[src/rtl/execute_stage.sv]
// Execute slice of the 16-bit pipelined CPU: D/E register, ALU, address/data split,
// and E/M register. E-stage flags and exe_value are combinational off the D/E register.
module execute_stage (
  input  logic        clk,
  input  logic        reset,
  input  logic        wbs_in,
  input  logic        mm_in,
  input  logic [2:0]  ALUop_in,
  input  logic        wm_in,
  input  logic        ni_in,
  input  logic        wme_in,
  input  logic        am_in,
  input  logic        alu_mux_in,
  input  logic        alu_mux1_in,
  input  logic [3:0]  reg_dest_in,
  input  logic [15:0] srcA_in,
  input  logic [15:0] srcB_in,
  output logic [15:0] srcB_execute,
  output logic        flagN,
  output logic        flagZ,
  output logic [15:0] exe_value,
  output logic        wbs_out,
  output logic        mm_out,
  output logic        wm_out,
  output logic        ni_out,
  output logic        wme_out,
  output logic [3:0]  reg_dest_out,
  output logic [15:0] alu_result_out,
  output logic [15:0] mem_data_out
);

  typedef enum logic [2:0] {
    ALU_ADD  = 3'b000,
    ALU_SUB  = 3'b001,
    ALU_AND  = 3'b010,
    ALU_OR   = 3'b011,
    ALU_XOR  = 3'b100,
    ALU_SHL  = 3'b101,
    ALU_SHR  = 3'b110,
    ALU_PASS = 3'b111
  } aluOp_e;

  logic        r_wbs;
  logic        r_mm;
  aluOp_e      r_aluOp;
  logic        r_wm;
  logic        r_ni;
  logic        r_wme;
  logic        r_am;
  logic        r_aluMux;
  logic        r_aluMux1;
  logic [3:0]  r_regDest;
  logic [15:0] r_srcA;
  logic [15:0] r_srcB;

  logic [15:0] w_aluResult;
  logic [15:0] w_readAddr;
  logic [15:0] w_writeData;
  logic [15:0] w_fwd;

  always_ff @(posedge clk) begin
    if (reset) begin
      r_wbs     <= 1'b0;
      r_mm      <= 1'b0;
      r_aluOp   <= ALU_ADD;
      r_wm      <= 1'b0;
      r_ni      <= 1'b0;
      r_wme     <= 1'b0;
      r_am      <= 1'b0;
      r_aluMux  <= 1'b0;
      r_aluMux1 <= 1'b0;
      r_regDest <= 4'h0;
      r_srcA    <= 16'h0000;
      r_srcB    <= 16'h0000;
    end else begin
      r_wbs     <= wbs_in;
      r_mm      <= mm_in;
      r_aluOp   <= aluOp_e'(ALUop_in);
      r_wm      <= wm_in;
      r_ni      <= ni_in;
      r_wme     <= wme_in;
      r_am      <= am_in;
      r_aluMux  <= alu_mux_in;
      r_aluMux1 <= alu_mux1_in;
      r_regDest <= reg_dest_in;
      r_srcA    <= srcA_in;
      r_srcB    <= srcB_in;
    end
  end

  // Arithmetic wraps mod 2^16; only B[3:0] is used as a shift amount.
  always_comb begin
    w_aluResult = 16'h0000;
    unique case (r_aluOp)
      ALU_ADD:  w_aluResult = r_srcA + r_srcB;
      ALU_SUB:  w_aluResult = r_srcA - r_srcB;
      ALU_AND:  w_aluResult = r_srcA & r_srcB;
      ALU_OR:   w_aluResult = r_srcA | r_srcB;
      ALU_XOR:  w_aluResult = r_srcA ^ r_srcB;
      ALU_SHL:  w_aluResult = r_srcA << r_srcB[3:0];
      ALU_SHR:  w_aluResult = r_srcA >> r_srcB[3:0];
      ALU_PASS: w_aluResult = r_srcB;
      default:  w_aluResult = 16'h0000;
    endcase
  end

  assign flagN        = w_aluResult[15];
  assign flagZ        = (w_aluResult == 16'h0000);
  assign srcB_execute = r_srcB;

  assign w_readAddr  = r_am ? 16'h0000 : r_srcB;
  assign w_writeData = r_am ? r_srcB : 16'h0000;
  assign w_fwd       = r_aluMux ? w_readAddr : w_aluResult;
  assign exe_value   = r_aluMux1 ? w_fwd : r_srcA;

  always_ff @(posedge clk) begin
    if (reset) begin
      wbs_out        <= 1'b0;
      mm_out         <= 1'b0;
      wm_out         <= 1'b0;
      ni_out         <= 1'b0;
      wme_out        <= 1'b0;
      reg_dest_out   <= 4'h0;
      alu_result_out <= 16'h0000;
      mem_data_out   <= 16'h0000;
    end else begin
      wbs_out        <= r_wbs;
      mm_out         <= r_mm;
      wm_out         <= r_wm;
      ni_out         <= r_ni;
      wme_out        <= r_wme;
      reg_dest_out   <= r_regDest;
      alu_result_out <= w_fwd;
      mem_data_out   <= w_writeData;
    end
  end

endmodule

[config.mk]
export PLATFORM = sky130hd
export DESIGN_NAME = execute_stage
export DESIGN_NICKNAME = d
export VERILOG_FILES = /design/src/rtl/execute_stage.sv
export SDC_FILE = /design/constraint.sdc
export NUM_CORES = 1
export LEC_CHECK = 0
export ABC_AREA = 0
export CORE_MARGIN = 5
export CORE_UTILIZATION = 40
export DETAILED_ROUTE_END_ITERATION = 10
export SLEW_MARGIN = 0
export SYNTH_ARGS = -nofsm -noshare
export SYNTH_HDL_FRONTEND = slang
export SYNTH_SLANG_ARGS = --single-unit
[constraint.sdc]
create_clock -name clk -period 6.6 [get_ports clk]
set_input_delay 1.32 -clock clk [delete_from_list [all_inputs] [get_ports clk]]
set_output_delay 1.32 -clock clk [all_outputs]
set_load 0.05 [all_outputs]
* Word-level counts from Yosys, hierarchy flattened
Index checks and enable logic that the tools add are counted.
Cells by class: $add $sub $neg 2, multipliers 0, divide/modulo/power cells 0, magnitude comparators 0, eq/ne operators 7, shift operators 2, muxes and demuxes 4, bitwise operators 4, reductions and logical operators 3
Operator list (number):
- one-hot mux 16 bit (8 select lines) | 1
- two-way mux 16 bit | 3
- adder 16 bit | 1
- bitwise AND 16 bit | 1
- zero test 16 bit | 1
- OR 16 bit | 1
- left shift 16 x 4 -> 16 bit | 1
- right shift 16 x 4 -> 16 bit | 1
- subtractor 16 bit | 1
- bitwise XOR 16 bit | 1
- equality test 3 bit, second input constant | 4
- equality test 3 x 2 -> 1 bit, second input constant | 2
- equality test 3 x 1 -> 1 bit, second input constant | 1
- zero test 3 bit | 1
- OR reduction 2 bit | 1
- NOT 1 bit | 1
Word-level totals: bits in registers 88, bits in latches 0, RAM bits 0, memory bits (read-only) 0, bits of input ports 49, word-level logic and storage cells 42, memories kept 0

* Logic depth before layout (Yosys ltp)
depth in word-level cells 4, depth in mapped cells 18, gate-level depth less buffers 15

* Worst setup path before layout
Ideal clock, no wire load.
path kind reg2out, from register r_srcB[0], in the netlist srcB_execute[0], to output flagZ, data arrival time 4.601 ns, setup slack 0.679 ns, stages on the path, launching flop included 16, buffers on the path 1, cells stage by stage dfxtp_1 > inv_2 > buf_1 > ha_1 > nand3_1 > nor3b_1 > nor2_1 > xnor2_1 > ha_1 > a21oi_1 > nor4_1 > a221oi_1 > o211ai_1 > or3_1 > or4_1 > nor3_2
On the way: cells in the longest elaborated chain, start to end 3, elaborated cells between the ends (all ways) 9, those cells by class add/sub (2); shift (2); mux (1); bitwise (3); reduce/logical (1)
Ends and longest elaborated chain:
- from (decl) | RTL line 54 | logic [15:0] r_srcB;
- from (signal assigned) | RTL line 87 | r_srcB <= srcB_in;
- subtractor 16 bit, or another cell as far along | RTL line 96 | ALU_SUB: w_aluResult = r_srcA - r_srcB;
- one-hot mux 16 bit (8 select lines) * | RTL line 94 | unique case (r_aluOp)
- zero test 16 bit * | RTL line 108 | assign flagZ = (w_aluResult == 16'h0000);
- to (decl) | RTL line 20 | output logic flagZ,
Mark *: on every way between the ends. The rest lies on a longest branch, timed or not.

* Worst setup path after layout
from register r_aluOp[2], to output exe_value[13]
On the way: cells in the longest elaborated chain, start to end 4, elaborated cells between the ends (all ways) 11, those cells by class eq/ne (7); mux (3); reduce/logical (1)
Ends and longest elaborated chain:
- from (decl) | RTL line 45 | aluOp_e r_aluOp;
- from (signal assigned) | RTL line 78 | r_aluOp <= aluOp_e'(ALUop_in);
- equality test 3 bit, or another cell as far along | RTL line 94
- one-hot mux 16 bit (8 select lines) * | RTL line 94
- two-way mux 16 bit * | RTL line 113 | assign w_fwd = r_aluMux ? w_readAddr : w_aluResult;
- two-way mux 16 bit * | RTL line 114 | assign exe_value = r_aluMux1 ? w_fwd : r_srcA;
- to (decl) | RTL line 21 | output logic [15:0] exe_value,
Marks and branches as above.

==> results.rst <==
.. list-table::
   :header-rows: 1

   * - Metric
     - Value
   * - Status
     - finished, final reports clean
   * - Cell with the most instances after synthesis
     - dfxtp_1
   * - Primary FF master, synth
     - dfxtp_1
   * - Final-report hold violation count
     - 0
   * - RSZ-0062 raised after global routing
     - false
   * - Yosys cell types
     - 77
   * - Diodes inserted
     - 0
   * - Horizontal die dimension
     - 137 um
   * - Critical path startpoint category
     - register
   * - Die footprint
     - 18800 um^2
   * - Register-to-Register Setup Slack
     - 2.53 ns
   * - Average cell area after synthesis
     - 8.48 um^2
   * - Area contributors post-synth
     - dfxtp_1 27%, ha_1 9.5%, mux4_2 6.6%
   * - Critical path startpoint
     - r_aluOp[2]$_SDFF_PP0_
   * - Pin count of the biggest net entering global routing
     - 89
   * - Total number of yosys warnings
     - 0
   * - Clock Root Buffer
     - clkbuf_16
   * - Number of top-level pins
     - 124
   * - CTS tree
     - yes
   * - Total setup violations reported at the end of the flow
     - 0
   * - Max Fanout on Critical Path
     - 10
   * - Commonest cells in the netlist
     - 88 x dfxtp_1, 76 x nor2_1, 68 x nor2b_1
   * - Remaining DRCs
     - 0
   * - Number of placement rows
     - 46
   * - Die Ht
     - 137 um
   * - Synthesized net count
     - 863
   * - Post-CTS setup buffers
     - 0
   * - Overall Global Routing Usage
     - 0.276
   * - H-tree levels
     - 3
   * - Post-synthesis cell type with the largest combined area
     - dfxtp_1
   * - Signed area change from the synthesized netlist to the final layout
     - 27.7%
   * - Smallest hold slack
     - 0.437 ns
   * - Critical path capture point type
     - output pin
   * - Netlist area before placement
     - 6470 um^2
   * - Fraction of final layout cells with drive strength greater than 1
     - 0.104
   * - Synthesized instance count
     - 764
   * - Count of buffers from port buffering
     - 123
   * - Post-layout net count
     - 972
   * - Total CTS buffers
     - 9
   * - Remaining antenna violation count after routing
     - 0
   * - Worst Skew
     - 0.00598 ns
   * - Wire per inst
     - 23.7 um
   * - CTS-repair resized insts
     - 0
   * - Proportion of register bits with asynchronous set or reset after synthesis
     - 0
   * - Max Clock Freq
     - 160 MHz
   * - Iteration count of the initial detailed-routing pass
     - 5
   * - Clk sink count
     - 88
   * - Seq cells post-synth
     - 88
   * - Standard cell core area
     - 15900 um^2
   * - Capture point of the worst path
     - exe_value[13]
   * - Final non-filler cell total
     - 1094
   * - Number of enable-type register cells in the synthesized netlist
     - 0
   * - Latest clock arrival within the worst-skew pair
     - 0.35 ns
   * - First-pass GRT wire length
     - 38.5 mm
   * - Crit path kind
     - reg2out
   * - Period utilization
     - 0.948
   * - Wire length after detailed routing
     - 26.0 mm
   * - Dpl cells
     - 1078
   * - Startpoint of the worst register-to-register path
     - r_aluOp[2]$_SDFF_PP0_
   * - Worst reg2reg path depth
     - 12
   * - WP data required
     - 5.28 ns
   * - Violation count after the first detailed-routing iteration
     - 565
   * - Via density per instance
     - 5.89
   * - Starting density of the core
     - 0.408
   * - Number of buffers on the longest clock path
     - 2
   * - Overflow after GRT
     - 0
   * - Area fraction of the dominant cell type after synthesis
     - 0.272
   * - Sequential element share of the synthesized area
     - 0.272
   * - Number of vias after detailed routing
     - 6442
   * - Tmin final
     - 6.26 ns
   * - Power density normalized to cell area
     - 214 nW/um^2
   * - CP Data Arrival Time
     - 4.94 ns
   * - CTS clk-pin slew, worst paths
     - 0.07 ns
   * - Static Leakage
     - 3.17 nW
   * - Path type of the worst min-delay path
     - reg2reg
   * - Max-slew headroom
     - 0.212
   * - DP HPWL
     - 19.7 mm
   * - Maximum capacitance violations
     - 0
   * - Aggregate negative setup slack
     - 0 ns
   * - Pin slew with the least headroom to its limit
     - 1.18 ns
   * - Number of max-slew violations in the final report
     - 0
   * - Number of antenna violations at the first check in global routing
     - 0
   * - Max IR drop VDD
     - 0.000125 V
   * - Via count of the first global-routing pass
     - 6267
   * - Hold path start
     - r_wme$_SDFF_PP0_
   * - Number of filler cells placed in the layout
     - 1505
   * - Routability congestion estimate
     - 0.992
   * - Endpoint of the worst register-to-register path
     - alu_result_out[14]$_SDFF_PP0_
   * - Hold buffer count at CTS
     - 0
## state kept, by name, indices dropped and copies added, names as in the netlist, 3 cells and up
name	flops
srcB_execute	16
alu_result_out	16
r_srcA	16
mem_data_out	16
r_aluOp	3
r_regDest	4
reg_dest_out	4
## layout make-up
class / count / area (um^2) / area share
Multi-Input combinational cell: 583 / 4330 / 0.524
Inverter: 40 / 150 / 0.0182
Clock inverter: 7 / 86.3 / 0.0104
Clock buffer: 9 / 225 / 0.0272
Tap cell: 216 / 270 / 0.0327
Timing Repair Buffer: 151 / 1440 / 0.174
Sequential cell: 88 / 1760 / 0.213
## worst min path at each step
| stage | endpoint | slack, ns | depth (start not counted) |
|---|---|---|---|
| 4_1_cts | wme_out$_SDFF_PP0_ | 0.44 | 1 |
| 3_5_place_dp | wme_out$_SDFF_PP0_ | 0.42 | 1 |
| 3_3_place_gp | reg_dest_out[3]$_SDFF_PP0_ | 0.42 | 1 |
| 2_1_floorplan | mm_out$_SDFF_PP0_ | 0.41 | 1 |
| 6_report | wme_out$_SDFF_PP0_ | 0.44 | 1 |
| 5_1_grt | ni_out$_SDFF_PP0_ | 0.46 | 1 |
## power breakdown
| part | switching [W] | internal (W) | leakage (nW) |
|---|---|---|---|
| Combinational | 0.000389 | 0.000252 | 2.30 |
| Clock | 0.000248 | 0.000271 | 0.151 |
| Sequential | 0.0000427 | 0.000562 | 0.728 |
| Total | 0.000680 | 0.00109 | 3.17 |
## layer usage
metal	up-vias	routed length (um)	GRT usage
li1	2984	-	-
met2	301	12500	0.458
met1	3090	10200	0.333
met4	0	1500	0.159
met3	67	1840	0.0562
met5	-	0	0
## per-stage QoR
stage	worst slack, ns	total power (W)	instance area, um^2	utilization
floorplan	0.679	0.00103	6470	-
global placement	0.804	0.00125	7960	0.501
detailed placement	0.791	0.00125	7960	0.501
CTS	0.364	0.00178	8270	0.520
global route	0.0569	0.00185	8270	0.520
finish	0.343	0.00177	8270	0.520
## worst max-delay path, cell delays in order, from the launching register on
cell	delay, ns
dfxtp_1	0.32
or2_2	0.32
nor2_1	0.62
nor2_1	0.12
xnor2_1	0.16
ha_1	0.33
o21ai_0	0.19
a21oi_1	0.12
o311ai_0	0.71
a211o_1	0.28
a311oi_1	0.10
nor3b_1	0.31
o21a_1	0.18
a21oi_1	0.07
clkdlybuf4s50_1	0.76
## cell families (layout without fill, tap and decap cells)
kind of cell	count (synthesis)	after routing	share of synthesized area
muxes	52	52	0.126
AOI/OAI and AO/OA	185	185	0.195
and+or+nand+nor	276	276	0.221
xor gates and xnor gates	20	20	0.0271
DFF	88	88	0.272
adders and majority gates	50	50	0.0978
buffers and inverters	93	207	0.0605
## layout by cell type (no fill, tap or decap), types with 4 or more instances in the layout
| master | synthesis | layout |
|---|---|---|
| a2111oi_0 | 4 | 4 |
| a211oi_1 | 10 | 10 |
| a21oi_1 | 41 | 41 |
| a221oi_1 | 6 | 6 |
| a22o_1 | 4 | 4 |
| a22oi_1 | 4 | 4 |
| a31oi_1 | 9 | 9 |
| a32oi_1 | 5 | 5 |
| and2_1 | 6 | 6 |
| buf_4 | 3 | 32 |
| clkbuf_16 | 0 | 9 |
| clkdlybuf4s50_1 | 0 | 117 |
| dfxtp_1 | 88 | 86 |
| ha_1 | 49 | 49 |
| inv_1 | 38 | 38 |
| mux2_1 | 5 | 5 |
| mux2_2 | 6 | 6 |
| mux2_4 | 4 | 4 |
| mux2i_1 | 16 | 16 |
| mux4_2 | 19 | 19 |
| nand2_1 | 38 | 38 |
| nand2b_1 | 11 | 11 |
| nand3_1 | 15 | 15 |
| nor2_1 | 76 | 76 |
| nor2b_1 | 68 | 68 |
| nor3_1 | 25 | 25 |
| nor3b_1 | 5 | 5 |
| o211ai_1 | 5 | 5 |
| o21a_1 | 10 | 10 |
| o21ai_0 | 34 | 34 |
| o221ai_1 | 5 | 5 |
| o22ai_1 | 8 | 8 |
| o311ai_0 | 4 | 4 |
| o31ai_1 | 7 | 7 |
| or3_1 | 9 | 9 |
| xnor2_1 | 17 | 17 |
Note: power is estimated with default switching activity, not from simulation.
